**src/rtl/mac_operand_fifo_if.sv**
```systemverilog
// Producer/consumer bundle for mac_operand_fifo: valid/ready push side, paced MAC stream side.
// The slave modport is the FIFO's own view; master is the view of whoever drives it.
interface mac_operand_fifo_if #(
  parameter int WIDTH = 8,
  parameter int DEPTH = 8
);
  logic                     s_valid;
  logic                     s_ready;
  logic [WIDTH-1:0]         s_a;
  logic [WIDTH-1:0]         s_b;
  logic                     pop_en;
  logic                     m_valid;
  logic [WIDTH-1:0]         m_a;
  logic [WIDTH-1:0]         m_b;
  logic [$clog2(DEPTH):0]   count;
  logic                     overflow;

  modport master (
    output s_valid, s_a, s_b, pop_en,
    input  s_ready, m_valid, m_a, m_b, count, overflow
  );

  modport slave (
    input  s_valid, s_a, s_b, pop_en,
    output s_ready, m_valid, m_a, m_b, count, overflow
  );
endinterface

```
**src/rtl/mac_operand_fifo.sv**
```systemverilog
// Circular operand FIFO feeding the signed 8x8 MAC as a registered valid/a/b stream paced by pop_en.
// Optional sticky push-while-full flag is built only when MAC_OPERAND_FIFO_OVERFLOW_EN is defined.
module mac_operand_fifo #(
  parameter int WIDTH = 8,
  parameter int DEPTH = 8
) (
  input logic              clk,
  input logic              reset,
  mac_operand_fifo_if.slave bus
);
  localparam int PTR_W = $clog2(DEPTH);
  localparam int CNT_W = PTR_W + 1;

  logic [2*WIDTH-1:0] mem [DEPTH];
  logic [PTR_W-1:0]   wr_ptr;
  logic [PTR_W-1:0]   rd_ptr;
  logic [CNT_W-1:0]   count_q;
  logic               m_valid_q;
  logic [WIDTH-1:0]   m_a_q;
  logic [WIDTH-1:0]   m_b_q;
  logic               full;
  logic               empty;
  logic               push;
  logic               pop;

  assign full  = (count_q == CNT_W'(DEPTH));
  assign empty = (count_q == '0);
  assign push  = bus.s_valid & ~full;
  assign pop   = bus.pop_en & ~empty;

  assign bus.s_ready = ~full;
  assign bus.count   = count_q;
  assign bus.m_valid = m_valid_q;
  assign bus.m_a     = m_a_q;
  assign bus.m_b     = m_b_q;

  // Storage deliberately has no reset; pointers and count define what is live.
  always_ff @(posedge clk) begin
    if (push) mem[wr_ptr] <= {bus.s_a, bus.s_b};
  end

  always_ff @(posedge clk or posedge reset) begin
    if (reset) begin
      wr_ptr <= '0;
      rd_ptr <= '0;
    end else begin
      if (push) wr_ptr <= wr_ptr + PTR_W'(1);
      if (pop)  rd_ptr <= rd_ptr + PTR_W'(1);
    end
  end

  always_ff @(posedge clk or posedge reset) begin
    if (reset) begin
      count_q <= '0;
    end else begin
      case ({push, pop})
        2'b10:   count_q <= count_q + CNT_W'(1);
        2'b01:   count_q <= count_q - CNT_W'(1);
        default: count_q <= count_q;
      endcase
    end
  end

  // Operands hold their last value between pops so the MAC sees stable inputs.
  always_ff @(posedge clk or posedge reset) begin
    if (reset) begin
      m_valid_q <= 1'b0;
      m_a_q     <= '0;
      m_b_q     <= '0;
    end else begin
      m_valid_q <= pop;
      if (pop) begin
        m_a_q <= mem[rd_ptr][2*WIDTH-1:WIDTH];
        m_b_q <= mem[rd_ptr][WIDTH-1:0];
      end
    end
  end

`ifdef MAC_OPERAND_FIFO_OVERFLOW_EN
  logic overflow_q;

  always_ff @(posedge clk or posedge reset) begin
    if (reset)                    overflow_q <= 1'b0;
    else if (bus.s_valid && full) overflow_q <= 1'b1;
  end

  assign bus.overflow = overflow_q;
`else
  assign bus.overflow = 1'b0;
`endif

endmodule
```
**src/flat_wrapper.sv**
```systemverilog
// flat-port wrapper written by rule: the top's interface ports become plain ports
module mac_operand_fifo_flat 
#(
  parameter int WIDTH = 8,
  parameter int DEPTH = 8
)
  (clk, reset, bus_s_valid, bus_s_a, bus_s_b, bus_pop_en, bus_s_ready, bus_m_valid, bus_m_a, bus_m_b, bus_count, bus_overflow);
  mac_operand_fifo_if #(.WIDTH(WIDTH), .DEPTH(DEPTH)) bus_i ();
  input logic clk;
  input logic reset;
  input wire logic [$bits(bus_i.s_valid)-1:0] bus_s_valid;
  input wire logic [$bits(bus_i.s_a)-1:0] bus_s_a;
  input wire logic [$bits(bus_i.s_b)-1:0] bus_s_b;
  input wire logic [$bits(bus_i.pop_en)-1:0] bus_pop_en;
  output wire logic [$bits(bus_i.s_ready)-1:0] bus_s_ready;
  output wire logic [$bits(bus_i.m_valid)-1:0] bus_m_valid;
  output wire logic [$bits(bus_i.m_a)-1:0] bus_m_a;
  output wire logic [$bits(bus_i.m_b)-1:0] bus_m_b;
  output wire logic [$bits(bus_i.count)-1:0] bus_count;
  output wire logic [$bits(bus_i.overflow)-1:0] bus_overflow;
  assign bus_i.s_valid = bus_s_valid;
  assign bus_i.s_a = bus_s_a;
  assign bus_i.s_b = bus_s_b;
  assign bus_i.pop_en = bus_pop_en;
  assign bus_s_ready = bus_i.s_ready;
  assign bus_m_valid = bus_i.m_valid;
  assign bus_m_a = bus_i.m_a;
  assign bus_m_b = bus_i.m_b;
  assign bus_count = bus_i.count;
  assign bus_overflow = bus_i.overflow;
  mac_operand_fifo #(.WIDTH(WIDTH), .DEPTH(DEPTH)) u_core (.clk(clk), .reset(reset), .bus(bus_i));
endmodule
```
**config.mk**
```make
export PLATFORM = sky130hd
export DESIGN_NAME = mac_operand_fifo_flat
export DESIGN_NICKNAME = d
export VERILOG_FILES = /design/src/rtl/mac_operand_fifo_if.sv /design/src/rtl/mac_operand_fifo.sv /design/src/flat_wrapper.sv
export SDC_FILE = /design/constraint.sdc
export NUM_CORES = 1
export LEC_CHECK = 0
export BUFFER_PORTS_ARGS = -buffer_cell sky130_fd_sc_hd__buf_2
export CORE_MARGIN = 8
export CORE_UTILIZATION = 50
export DETAILED_ROUTE_END_ITERATION = 12
export PLACE_DENSITY = 0.73
export SLEW_MARGIN = 25
export SYNTH_ARGS = -nofsm -noshare
export SYNTH_HDL_FRONTEND = slang
export SYNTH_SLANG_ARGS = --single-unit
export TNS_END_PERCENT = 100
```
**constraint.sdc**
```tcl
create_clock -name clk -period 8.6 [get_ports clk]
set_clock_uncertainty 0.2 [all_clocks]
set_input_delay 1.72 -clock clk [delete_from_list [all_inputs] [get_ports clk]]
set_output_delay 1.72 -clock clk [all_outputs]
set_load 0.005 [all_outputs]
```
==> load_flow_metrics.sql, run 1 <==
INSERT INTO impl_metrics (metric_group, metric, value, unit) VALUES
('synth', 'syn_area', '6110', 'um^2'),
('min_path', 'worstHoldEndpoint', 'u_core.bus.m_b[1]', ''),
('cts', 'cts_buffer_depth', '2', ''),
('global_routing', 'grt_antenna_before_repair', '0', ''),
('global_routing', 'grt-ovfl-total', '0', ''),
('cells_and_area', 'leading_cell_type_in_the_layout_fill_and_taps_excluded', 'sky130_fd_sc_hd__edfxtp_1', ''),
('cells_and_area', 'filler_cell_count', '901', ''),
('sta', 'finalSetupViolations', '0', ''),
('cells_and_area', 'area_delta_synth_final', '14.3', '%'),
('worst_setup_path', 'timing.setup.critical_path_class', 'register to output pin', ''),
('cells_and_area', 'drive_above_1_share', '0.277', ''),
('drt', 'post_drt_wl_per_cell', '20.2', 'um'),
('min_path', 'worst_hold_path_type', 'register to register', ''),
('worst_setup_path', 'rrSetupSlack', '5340', 'ps'),
('synth', 'avgSynthCellArea', '17.2', 'um^2'),
('sta', 'timing_max_transition_violations_final', '0', ''),
('worst_setup_path', 'critical_path.cell_chain', 'or4b_4, buf_2', ''),
('cts', 'register_clock_pin_slew_on_the_reported_worst_setup_and_hold_paths', '60', 'ps'),
('sta', 'post_layout_min_period', '3530', 'ps'),
('sta', 'final_hold_viol_count', '0', ''),
('cells_and_area', 'diodes', '0', ''),
('synth', 'synthDominantCellAreaShare', '0.629', ''),
('worst_setup_path', 'critPathCaptureType', 'output pin', ''),
('die', 'design.portCount', '43', ''),
('worst_setup_path', 'worst_ep_arrival_time', '1610', 'ps'),
('die', 'coreArea', '12000', 'um^2'),
('cts', 'clock-root-buffer', 'sky130_fd_sc_hd__clkbuf_16', ''),
('drt', 'drt_first_iter_violations', '216', ''),
('die', 'initial_utilization', '0.511', ''),
('job', 'drv.max_cap_violation_count', '0', ''),
('global_routing', 'global_route_total_usage_across_every_layer', '0.147', ''),
('drt', 'first_pass_iters', '4', ''),
('synth', 'yosys_register_bits', '155', ''),
('worst_setup_path', 'crit_path_start_kind', 'register', ''),
('die', 'rows', '40', ''),
('worst_setup_path', 'worstReg2RegEnd', 'u_core.bus.count[2]', ''),
('power_and_ir_drop', 'power.density_cell_area', '345', 'nW/um^2'),
('die', 'fp.dieArea', '16000', 'um^2'),
('die', 'dieHeight', '127', 'um'),
('synth', 'synth_cell_types', '36', ''),
('place', 'placed_area', '6450', 'um^2'),
('min_path', 'worstHoldStart', 'u_core.bus.m_b[1]', ''),
('outcome', 'run_status', 'complete, no violations', ''),
('global_routing', 'first_global_vias', '3240', ''),
('cells_and_area', 'total_area_of_sequential_cells', '4520', 'um^2'),
('cts', 'post-cts-setup-buffers', '0', ''),
('sta', 'layout_worst_path_cycle_share', '0.410', ''),
('sta', 'final.setup.tns', '0', 'ps'),
('drt', 'routed_via_density', '5.63', ''),
('place', 'placement.setup.worst_slack', '4750', 'ps'),
('cts', 'cts_repair_resize_count', '0', ''),
('place', 'numPlacedInstances', '536', ''),
('cts', 'worstSkewPairLatency', '420', 'ps'),
('power_and_ir_drop', 'leakagePower', '0.00257', 'uW'),
('drt', 'final_routed_wirelength', '11400', 'um'),
('cts', 'tritoncts', 'built', ''),
('sta', 'fmax', '283', 'MHz'),
('cts', 'cts_buffers', '17', ''),
('worst_setup_path', 'critical_path.slowest_cell', 'sky130_fd_sc_hd__or4b_4', ''),
('place', 'dp_hpwl', '6420', 'um'),
('synth', 'synth-seq-area-share', '0.739', ''),
('synth', 'post_synth_main_area_contributors', 'sky130_fd_sc_hd__edfxtp_1 (63%), sky130_fd_sc_hd__dfrtp_1 (11%), sky130_fd_sc_hd__mux2_2 (6.1%)', ''),
('sta', 'max_slew.worst_pin.slew', '987', 'ps'),
('synth', 'syn_inst', '355', ''),
('cts', 'h_tree_depth', '4', ''),
('synth', 'syn-num-nets', '380', ''),
('place', 'gpl.final_weighted_congestion', '0.709', ''),
('worst_setup_path', 'worst_path_largest_cell_delay', '590', 'ps'),
('cts', 'holdBufCountCts', '0', ''),
('worst_setup_path', 'critical-path-top-delay-family', 'simple AND/OR/NAND/NOR gates', ''),
('global_routing', 'grt_start_max_net_pins', '67', '');
layout make-up:
cell class	instances	area share
flip-flops and latches	155	0.647
multi-input cells	181	0.208
clock buffers	19	0.0620
repair buffers	51	0.0401
well taps	147	0.0263
clock inverters	11	0.0150
inverters	2	0.00107
per-layer routing:
| metal | global-route usage | up-vias | share of wire | routed length [um] |
|---|---|---|---|---|
| li1 | - | 1480 | - | - |
| met1 | 0.172 | 1606 | 0.42 | 4780 |
| met2 | 0.249 | 89 | 0.52 | 5910 |
| met3 | 0.0398 | 9 | 0.054 | 616 |
| met4 | 0.0616 | 0 | 0.0098 | 112 |
| met5 | 0 | - | 0 | 0 |
Yosys cell counts, drive strengths merged:
cell    count
a221o      16
xnor2       4
nor3b       1
buf        12
a21oi       2
xor2        4
ha          5
nand2      25
conb        1
nand3       2
a41oi       1
or2         1
mux2       34
a211o       1
o22ai      16
o21ai      17
or3         1
nor2        9
nand2b      4
mux2i      32
nor2b       1
dfrtp      27
nor3        2
clkbuf      5
edfxtp    128
inv         2
nand3b      1
or4b        1
sequential cells by signal, summed over array words and instances, names as in the netlist:
signal              cells
u_core.bus.m_valid      1
u_core.bus.count        4
u_core.bus.m_a          8
u_core.bus.m_b          8
u_core.mem            128
u_core.wr_ptr           3
u_core.rd_ptr           3
cells by family (layout without fill, tap and decap cells):
group | Yosys count | after routing | synth area share
xor gates and xnor gates | 8 | 8 | 0.0115
other | 1 | 1 | 0.000613
adders and majority gates | 5 | 5 | 0.0102
muxes | 66 | 66 | 0.115
buffers and inverters | 19 | 83 | 0.0248
DFF | 155 | 155 | 0.739
AOI/OAI and AO/OA | 53 | 53 | 0.0628
and+or+nand+nor | 48 | 48 | 0.0360
worst min-delay path: stages (launching register included):
cell and delay (ps):
sky130_fd_sc_hd__dfrtp_1 330, sky130_fd_sc_hd__nand2_1 50, sky130_fd_sc_hd__o21ai_1 60
power by group:
group | total, uW | internal (uW) | leakage, uW | switching (uW)
logic | 673 | 304 | 0.000823 | 369
clock network | 682 | 417 | 0.000260 | 265
registers | 1050 | 974 | 0.00148 | 78.5
worst max path at each step:
stage | from | end | slack, ps | depth (start not counted)
after CTS | u_core.bus.count[2] | bus_s_ready | 5060 | 2
after detailed placement | bus_pop_en | u_core.bus.count[2] | 4750 | 10
after global routing | bus_pop_en | u_core.bus.count[2] | 4990 | 10
after global placement | bus_pop_en | u_core.bus.count[2] | 4840 | 10
final | u_core.bus.count[2] | bus_s_ready | 5070 | 2
after floorplan | bus_s_valid | u_core.mem[0][0] | 4710 | 3
through the flow:
| step | hold slack (ps) | total power [uW] | util |
|---|---|---|---|
| floorplan | 278 | 1560 | - |
| global placement | 261 | 1720 | 0.539 |
| detailed placement | 270 | 1750 | 0.539 |
| CTS | 283 | 2430 | 0.584 |
| global route | 297 | 2530 | 0.584 |
| finish | 276 | 2410 | 0.584 |
Power figures use the tool's default switching activity.
==> run 2: changes to the inputs <==
--- a/config.mk
+++ b/config.mk
@@ -9,7 +9,7 @@
 export CORE_MARGIN = 8
 export CORE_UTILIZATION = 50
 export DETAILED_ROUTE_END_ITERATION = 12
-export PLACE_DENSITY = 0.73
+export PLACE_DENSITY = 0.76
 export SLEW_MARGIN = 25
 export SYNTH_ARGS = -nofsm -noshare
 export SYNTH_HDL_FRONTEND = slang
==> constraint.sdc (replaced) <==
create_clock -name clk -period 3.1 [get_ports clk]
set_clock_uncertainty 0.2 [all_clocks]
set_input_delay 0.62 -clock clk [delete_from_list [all_inputs] [get_ports clk]]
set_output_delay 0.62 -clock clk [all_outputs]
set_load 0.005 [all_outputs]
==> run 2 against run 1 <==
Compared with the run above: worst hold slack got worse by 200 ps; non-clock buffer count increased by 5; count of clock-buffer cells in the layout unchanged; global-route usage increased by 0.36 points; sequential share of layout area decreased by 0.64 points; final area increased by 1.0%; die area unchanged; critical path depth increased by 7; utilization increased by 0.59 points; clock power increased to 2.9 times the previous value; setup slack got worse by 4600 ps; sequential cell count unchanged.
==> load_flow_metrics.sql, run 2 (synthesis gave the netlist of run 1 again) <==
INSERT INTO impl_metrics (metric_group, metric, value, unit) VALUES
('cts', 'clock-root-buffer', 'sky130_fd_sc_hd__clkbuf_16', ''),
('sta', 'final.setup.tns', '0', 'ps'),
('die', 'floorplan.die.width', '127', 'um'),
('cells_and_area', 'stdcell_count', '573', ''),
('sta', 'layout_worst_path_cycle_share', '0.849', ''),
('cells_and_area', 'finalCoreUtilization', '0.590', ''),
('worst_setup_path', 'timing.setup.critical_path_class', 'register to register', ''),
('place', 'placed_area', '6500', 'um^2'),
('sta', 'post_layout_min_period', '2630', 'ps'),
('drt', 'met3_wire_len', '507', 'um'),
('worst_setup_path', 'worst_ep_arrival_time', '2720', 'ps'),
('power_and_ir_drop', 'power.density_cell_area', '959', 'nW/um^2'),
('cells_and_area', 'area_delta_synth_final', '15.4', '%'),
('place', 'dp_hpwl', '7010', 'um'),
('worst_setup_path', 'critical_path.cell_chain', 'or4b_4, nand2_1, ha_1, xor2_1, ha_1, a21oi_1, xor2_1, nor2_1, xor2_1', ''),
('sta', 'unrepaired_setup_endpoints_after_global_routing', 'false', ''),
('min_path', 'worst_hold_path_type', 'input pin to async pin', ''),
('global_routing', 'grt_antenna_before_repair', '0', ''),
('global_routing', 'first_global_vias', '3221', ''),
('cts', 'tritoncts', 'built', ''),
('global_routing', 'grt-ovfl-total', '0', ''),
('cells_and_area', 'largest_register', 'u_core.mem', ''),
('cts', 'cts_buffers', '17', ''),
('power_and_ir_drop', 'leakagePower', '0.00259', 'uW'),
('global_routing', 'global_route_total_usage_across_every_layer', '0.150', ''),
('sta', 'fmax', '380', 'MHz'),
('worst_setup_path', 'crit_path_start_kind', 'register', ''),
('worst_setup_path', 'critical_path.slowest_cell', 'sky130_fd_sc_hd__or4b_4', ''),
('worst_setup_path', 'crit_buf_inv', '0', ''),
('worst_setup_path', 'critPathCaptureType', 'register', ''),
('outcome', 'run_status', 'complete, no violations', ''),
('global_routing', 'grt_start_max_net_pins', '67', ''),
('worst_setup_path', 'critical-path-top-delay-family', 'simple AND/OR/NAND/NOR gates', ''),
('drt', 'final_ant_viol_nets', '0', ''),
('die', 'dieHeight', '127', 'um'),
('place', 'gpl.final_weighted_congestion', '0.739', ''),
('drt', 'post_drt_wl_per_cell', '20.2', 'um'),
('die', 'fp.dieArea', '16000', 'um^2'),
('sta', 'max_slew.worst_pin.slew', '853', 'ps'),
('worst_setup_path', 'worst_path_largest_cell_delay', '590', 'ps'),
('cts', 'h_tree_depth', '4', ''),
('die', 'rows', '40', ''),
('cells_and_area', 'drive_above_1_share', '0.289', ''),
('drt', 'highest_metal_used', 'met4', ''),
('cts', 'cts_buffer_depth', '2', ''),
('sta', 'relSlewSlack', '0.432', ''),
('place', 'port_buffers', '41', ''),
('drt', 'route.met2.wl', '5900', 'um'),
('cells_and_area', 'nNetsFinal', '438', ''),
('sta', 'final_hold_viol_count', '0', ''),
('drt', 'drt-met1-wl', '5070', 'um'),
('die', 'initial_utilization', '0.511', ''),
('power_and_ir_drop', 'ir_worst_vdd', '378', 'uV'),
('worst_setup_path', 'timing.critical_path.required', '3190', 'ps'),
('job', 'drv.max_cap_violation_count', '0', ''),
('sta', 'timing_max_transition_violations_final', '0', ''),
('cts', 'holdBufCountCts', '0', ''),
('worst_setup_path', 'worst-path-max-fanout', '7', ''),
('cts', 'worstSkewPairLatency', '410', 'ps'),
('cts', 'clkSinkCount', '155', ''),
('drt', 'routed_via_density', '5.52', ''),
('cells_and_area', 'stdcell_area', '7060', 'um^2'),
('drt', 'final_routed_wirelength', '11600', 'um'),
('drt', 'drt_first_iter_violations', '222', ''),
('cells_and_area', 'leading_cell_type_in_the_layout_fill_and_taps_excluded', 'sky130_fd_sc_hd__edfxtp_1', ''),
('drt', 'vias', '3163', ''),
('global_routing', 'grt_first_pass_wirelength', '18000', 'um'),
('sta', 'finalSetupViolations', '0', ''),
('cells_and_area', 'diodes', '0', ''),
('place', 'numPlacedInstances', '541', ''),
('die', 'design.portCount', '43', ''),
('cells_and_area', 'largest_register_ffs', '128', ''),
('drt', 'first_pass_iters', '5', ''),
('cts', 'register_clock_pin_slew_on_the_reported_worst_setup_and_hold_paths', '60', 'ps'),
('die', 'coreArea', '12000', 'um^2'),
('cells_and_area', 'layout.cells.most_common_list', 'sky130_fd_sc_hd__edfxtp_1 (128), sky130_fd_sc_hd__buf_2 (41), sky130_fd_sc_hd__mux2_2 (33), sky130_fd_sc_hd__mux2i_1 (32), sky130_fd_sc_hd__dfrtp_1 (26)', ''),
('drt', 'drcViolationCount', '0', ''),
('cts', 'cts_repair_resize_count', '0', ''),
('worst_setup_path', 'critical_path_most_common_cell', 'sky130_fd_sc_hd__xor2_1', ''),
('cts', 'post-cts-setup-buffers', '0', ''),
('worst_setup_path', 'rrSetupSlack', '470', 'ps');
## run 2: changes by cell type in the layout (fill, tap and decap cells not counted)
cell	delta
sky130_fd_sc_hd__buf_4	+4
sky130_fd_sc_hd__clkinvlp_4	+4
sky130_fd_sc_hd__clkinv_1	-2
sky130_fd_sc_hd__buf_12	+1
sky130_fd_sc_hd__inv_1	+1
sky130_fd_sc_hd__inv_2	-1
sky130_fd_sc_hd__nor2b_1	+1
sky130_fd_sc_hd__nor2b_2	-1
## run 2: final cells by class
class                      instances  area, um^2
tap                              147         184
clock buffer                      19         433
fill                             870        4900
inverter                           2        7.51
clock inverter                    13         128
timing repair buffer              56         330
multi-input combinational        181        1450
sequential                       155        4520
## run 2: power by group
part           internal (uW)  switching, uW
logic                    867           1030
registers               2700            222
clock network           1170            774
## run 2: worst reg2reg max path, cell delays in order (launching register included)
cell	delay, ps
sky130_fd_sc_hd__dfrtp_1	450
sky130_fd_sc_hd__or4b_4	590
sky130_fd_sc_hd__nand2_1	180
sky130_fd_sc_hd__ha_1	300
sky130_fd_sc_hd__xor2_1	110
sky130_fd_sc_hd__ha_1	190
sky130_fd_sc_hd__a21oi_1	140
sky130_fd_sc_hd__xor2_1	160
sky130_fd_sc_hd__nor2_1	60
sky130_fd_sc_hd__xor2_1	140
## run 2: per-layer routing
metal,GRT usage,up-vias
met4,0.0559,0
met5,0,-
met2,0.250,81
met1,0.183,1578
met3,0.0415,8
li1,-,1496
## run 2: final timing paths
| check | depth (start not counted) | end | start |
|---|---|---|---|
| worst min-delay path | 2 | u_core.bus.m_b[2] | reset |
| worst min register to register | 2 | u_core.bus.m_a[5] | u_core.bus.m_a[5] |
| min in group clk | 1 | u_core.mem[0][11] | bus_s_a[3] |
| max in group asynchronous | 3 | u_core.bus.m_a[1] | reset |
| worst max-delay path | 9 | u_core.bus.count[2] | u_core.bus.count[2] |
| worst max register to register | 9 | u_core.bus.count[2] | u_core.bus.count[2] |
## run 2: metrics by stage
| stage | setup WS, ps | total power, uW | hold WS, ps |
|---|---|---|---|
| floorplan | 250 | 4340 | 278 |
| global placement | 560 | 4810 | 266 |
| detailed placement | 491 | 4880 | 272 |
| CTS | 467 | 6820 | 96.8 |
| global route | 314 | 7090 | 118 |
| finish | 467 | 6770 | 73.9 |
==> run 3: changes to the inputs <==
==> constraint.sdc (replaced) <==
create_clock -name clk -period 2.3 [get_ports clk]
set_clock_uncertainty 0.2 [all_clocks]
set_input_delay 0.46 -clock clk [delete_from_list [all_inputs] [get_ports clk]]
set_output_delay 0.46 -clock clk [all_outputs]
set_load 0.005 [all_outputs]
==> run 3 against run 2 <==
Compared with the run above: the flow now finishes with violations (negative setup slack); sequential power up 33%; cell count up 3.3%; sequential cell count unchanged; clock power up 44%; final area up 4.4%; register-to-register slack worse by 470 ps; setup slack worse by 470 ps; die area unchanged; via count up 7.1%; combinational power up 53%; first-iteration DRC count up 20%; worst hold slack better by 39 ps; critical endpoint is now bus_s_ready.
==> load_flow_metrics.sql, run 3 (synthesis gave the netlist of run 1 again) <==
INSERT INTO impl_metrics (metric_group, metric, value, unit) VALUES
('sta', 'whs', '113', 'ps'),
('die', 'coreArea', '12000', 'um^2'),
('die', 'initial_utilization', '0.511', ''),
('sta', 'post_layout_min_period', '2310', 'ps'),
('cells_and_area', 'leading_cell_type_in_the_layout_fill_and_taps_excluded', 'sky130_fd_sc_hd__edfxtp_1', ''),
('cells_and_area', 'layout.cells.most_common_list', 'sky130_fd_sc_hd__edfxtp_1 (128), sky130_fd_sc_hd__buf_2 (40), sky130_fd_sc_hd__mux2_2 (33), sky130_fd_sc_hd__mux2i_1 (32), sky130_fd_sc_hd__buf_4 (25)', ''),
('global_routing', 'met1_track_usage_gr', '0.179', ''),
('worst_setup_path', 'start_point_of_the_critical_path', 'u_core.bus.count[1]', ''),
('worst_setup_path', 'critPathCaptureType', 'output pin', ''),
('sta', 'final_hold_viol_count', '0', ''),
('place', 'dp_hpwl', '6950', 'um'),
('cells_and_area', 'largest_register', 'u_core.mem', ''),
('cts', 'register_clock_pin_slew_on_the_reported_worst_setup_and_hold_paths', '60', 'ps'),
('drt', 'final_ant_viol_nets', '0', ''),
('cells_and_area', 'total_area_of_sequential_cells', '4520', 'um^2'),
('die', 'dieHeight', '127', 'um'),
('cells_and_area', 'stdcell_count', '592', ''),
('power_and_ir_drop', 'leakagePower', '0.00273', 'uW'),
('die', 'floorplan.die.width', '127', 'um'),
('die', 'design.portCount', '43', ''),
('worst_setup_path', 'timing.critical_path.required', '1640', 'ps'),
('cells_and_area', 'area_delta_synth_final', '20.5', '%'),
('worst_setup_path', 'r2r-start', 'u_core.bus.count[1]', ''),
('worst_setup_path', 'timing.reg2reg.worst_path_depth', '9', ''),
('worst_setup_path', 'worst_ep_arrival_time', '1650', 'ps'),
('drt', 'final_routed_wirelength', '12000', 'um'),
('outcome', 'run_status', 'complete, but fails checks', ''),
('drt', 'first_pass_iters', '4', ''),
('cts', 'clock-root-buffer', 'sky130_fd_sc_hd__clkbuf_16', ''),
('cells_and_area', 'multi_input_area', '1510', 'um^2'),
('die', 'rows', '40', ''),
('global_routing', 'first_global_vias', '3438', ''),
('global_routing', 'gr-usage-met2', '0.256', ''),
('global_routing', 'globalRoute.busiestLayer', 'met2', ''),
('place', 'gpl.final_weighted_congestion', '0.754', ''),
('min_path', 'worstHoldStart', 'bus_s_a[3]', ''),
('power_and_ir_drop', 'ir_worst_vdd', '609', 'uV'),
('global_routing', 'global_route_total_usage_across_every_layer', '0.154', ''),
('global_routing', 'grt-ovfl-total', '0', ''),
('outcome', 'violated_checks', 'negative setup slack', ''),
('global_routing', 'use_met3', '0.0344', ''),
('worst_setup_path', 'rrSetupSlack', '0', 'ps'),
('sta', 'fmax', '434', 'MHz'),
('worst_setup_path', 'worst-path-max-fanout', '3', ''),
('cts', 'clkSinkCount', '155', ''),
('power_and_ir_drop', 'power.density_cell_area', '1310', 'nW/um^2'),
('min_path', 'worst_hold_path_type', 'input pin to register', ''),
('worst_setup_path', 'crit_path_start_kind', 'register', ''),
('sta', 'finalSetupViolations', '1', ''),
('drt', 'post_drt_wl_per_cell', '20.3', 'um'),
('sta', 'fin_ws', '-6.17', 'ps'),
('drt', 'vias', '3387', ''),
('global_routing', 'grt_first_pass_wirelength', '18600', 'um'),
('cells_and_area', 'filler_cell_count', '845', ''),
('sta', 'layout_worst_path_cycle_share', '1.00', ''),
('drt', 'routed_via_density', '5.72', ''),
('worst_setup_path', 'worstReg2RegEnd', 'u_core.bus.count[2]', ''),
('global_routing', 'grt_start_max_net_pins', '35', ''),
('job', 'drv.max_cap_violation_count', '0', ''),
('sta', 'unrepaired_setup_endpoints_after_global_routing', 'true', ''),
('die', 'fp.dieArea', '16000', 'um^2'),
('drt', 'drt_first_iter_violations', '267', ''),
('global_routing', 'grt_antenna_before_repair', '1', ''),
('cells_and_area', 'largest_register_ffs', '128', ''),
('cts', 'tritoncts', 'built', ''),
('cells_and_area', 'nNetsFinal', '456', ''),
('cells_and_area', 'drive_above_1_share', '0.342', ''),
('min_path', 'hold_path_depth', '1', ''),
('cts', 'cts_buffer_depth', '2', ''),
('cts', 'worstSkewPairLatency', '410', 'ps'),
('worst_setup_path', 'timing.setup.critical_path_class', 'register to output pin', ''),
('drt', 'drcViolationCount', '0', ''),
('cts', 'cts_buffers', '17', ''),
('cts', 'h_tree_depth', '4', ''),
('cells_and_area', 'finalCoreUtilization', '0.616', ''),
('min_path', 'worstHoldEndpoint', 'u_core.mem[6][11]', ''),
('place', 'numPlacedInstances', '555', ''),
('place', 'port_buffers', '41', ''),
('sta', 'timing_max_transition_violations_final', '0', '');
## run 3: cell count changes in the layout (fill, tap and decap cells not counted), moves of 2 or more
| cell | previous run | this run |
|---|---|---|
| sky130_fd_sc_hd__buf_4 | 14 | 25 |
| sky130_fd_sc_hd__buf_12 | 1 | 6 |
| sky130_fd_sc_hd__clkinv_1 | 3 | 0 |
| sky130_fd_sc_hd__ha_1 | 5 | 2 |
| sky130_fd_sc_hd__a21oi_1 | 2 | 0 |
| sky130_fd_sc_hd__a21oi_2 | 0 | 2 |
| sky130_fd_sc_hd__buf_6 | 0 | 2 |
| sky130_fd_sc_hd__clkbuf_8 | 0 | 2 |
| sky130_fd_sc_hd__clkinvlp_4 | 5 | 3 |
| sky130_fd_sc_hd__dfrtp_1 | 26 | 24 |
| sky130_fd_sc_hd__dfrtp_2 | 1 | 3 |
| sky130_fd_sc_hd__ha_2 | 0 | 2 |
## run 3: area by class of cell
class                      count  area share
sequential                   155       0.614
multi-input combinational    181       0.204
timing repair buffer          74      0.0734
clock buffer                  22      0.0630
tap                          147      0.0250
clock inverter                10      0.0190
inverter                       2     0.00102
antenna                        1    0.000340
## run 3: metal layers
layer,vias up,part of all wire
li1,1529,-
met1,1715,0.40
met2,114,0.51
met3,29,0.058
met4,0,0.027
met5,-,0
## run 3: worst max-delay path by stage
stage                                endpoint  cells after the start
final                             bus_s_ready                      3
after global routing      u_core.bus.count[2]                     10
after CTS                 u_core.bus.count[2]                     10
after detailed placement     u_core.mem[0][3]                      4
after global placement       u_core.mem[0][4]                      4
after floorplan              u_core.mem[6][0]                      4
## run 3: stage by stage
stage | TNS [ps] | worst slack, ps | total power, uW | instance area, um^2
floorplan | -5860 | -118 | 5890 | 6160
global placement | -79.6 | -6.48 | 6700 | 6700
detailed placement | -991 | -57.9 | 6830 | 6700
CTS | -42.2 | -23.8 | 9710 | 7360
global route | -216 | -109 | 10000 | 7370
finish | -6.17 | -6.17 | 9640 | 7370
## run 3: where the power goes
group	leakage (uW)	switching (uW)	total (uW)	internal, uW
logic	0.000964	1540	2910	1380
registers	0.00148	263	3910	3640
clock network	0.000287	1050	2810	1770
## run 3: critical path: stages (launching register included)
cell and delay [ps]:
sky130_fd_sc_hd__dfrtp_2 410, sky130_fd_sc_hd__or4b_4 580, sky130_fd_sc_hd__buf_6 140, sky130_fd_sc_hd__buf_6 100
## run 3: repair_timing
item                                    CTS  global route
setup buffers                             3             0
endpoints found under the setup margin   20             3
hold buffers                              1             0
pin swaps                                 2             2
hold endpoints to repair                 27             0
cloned                                    0             0
gates resized for setup                   6             0
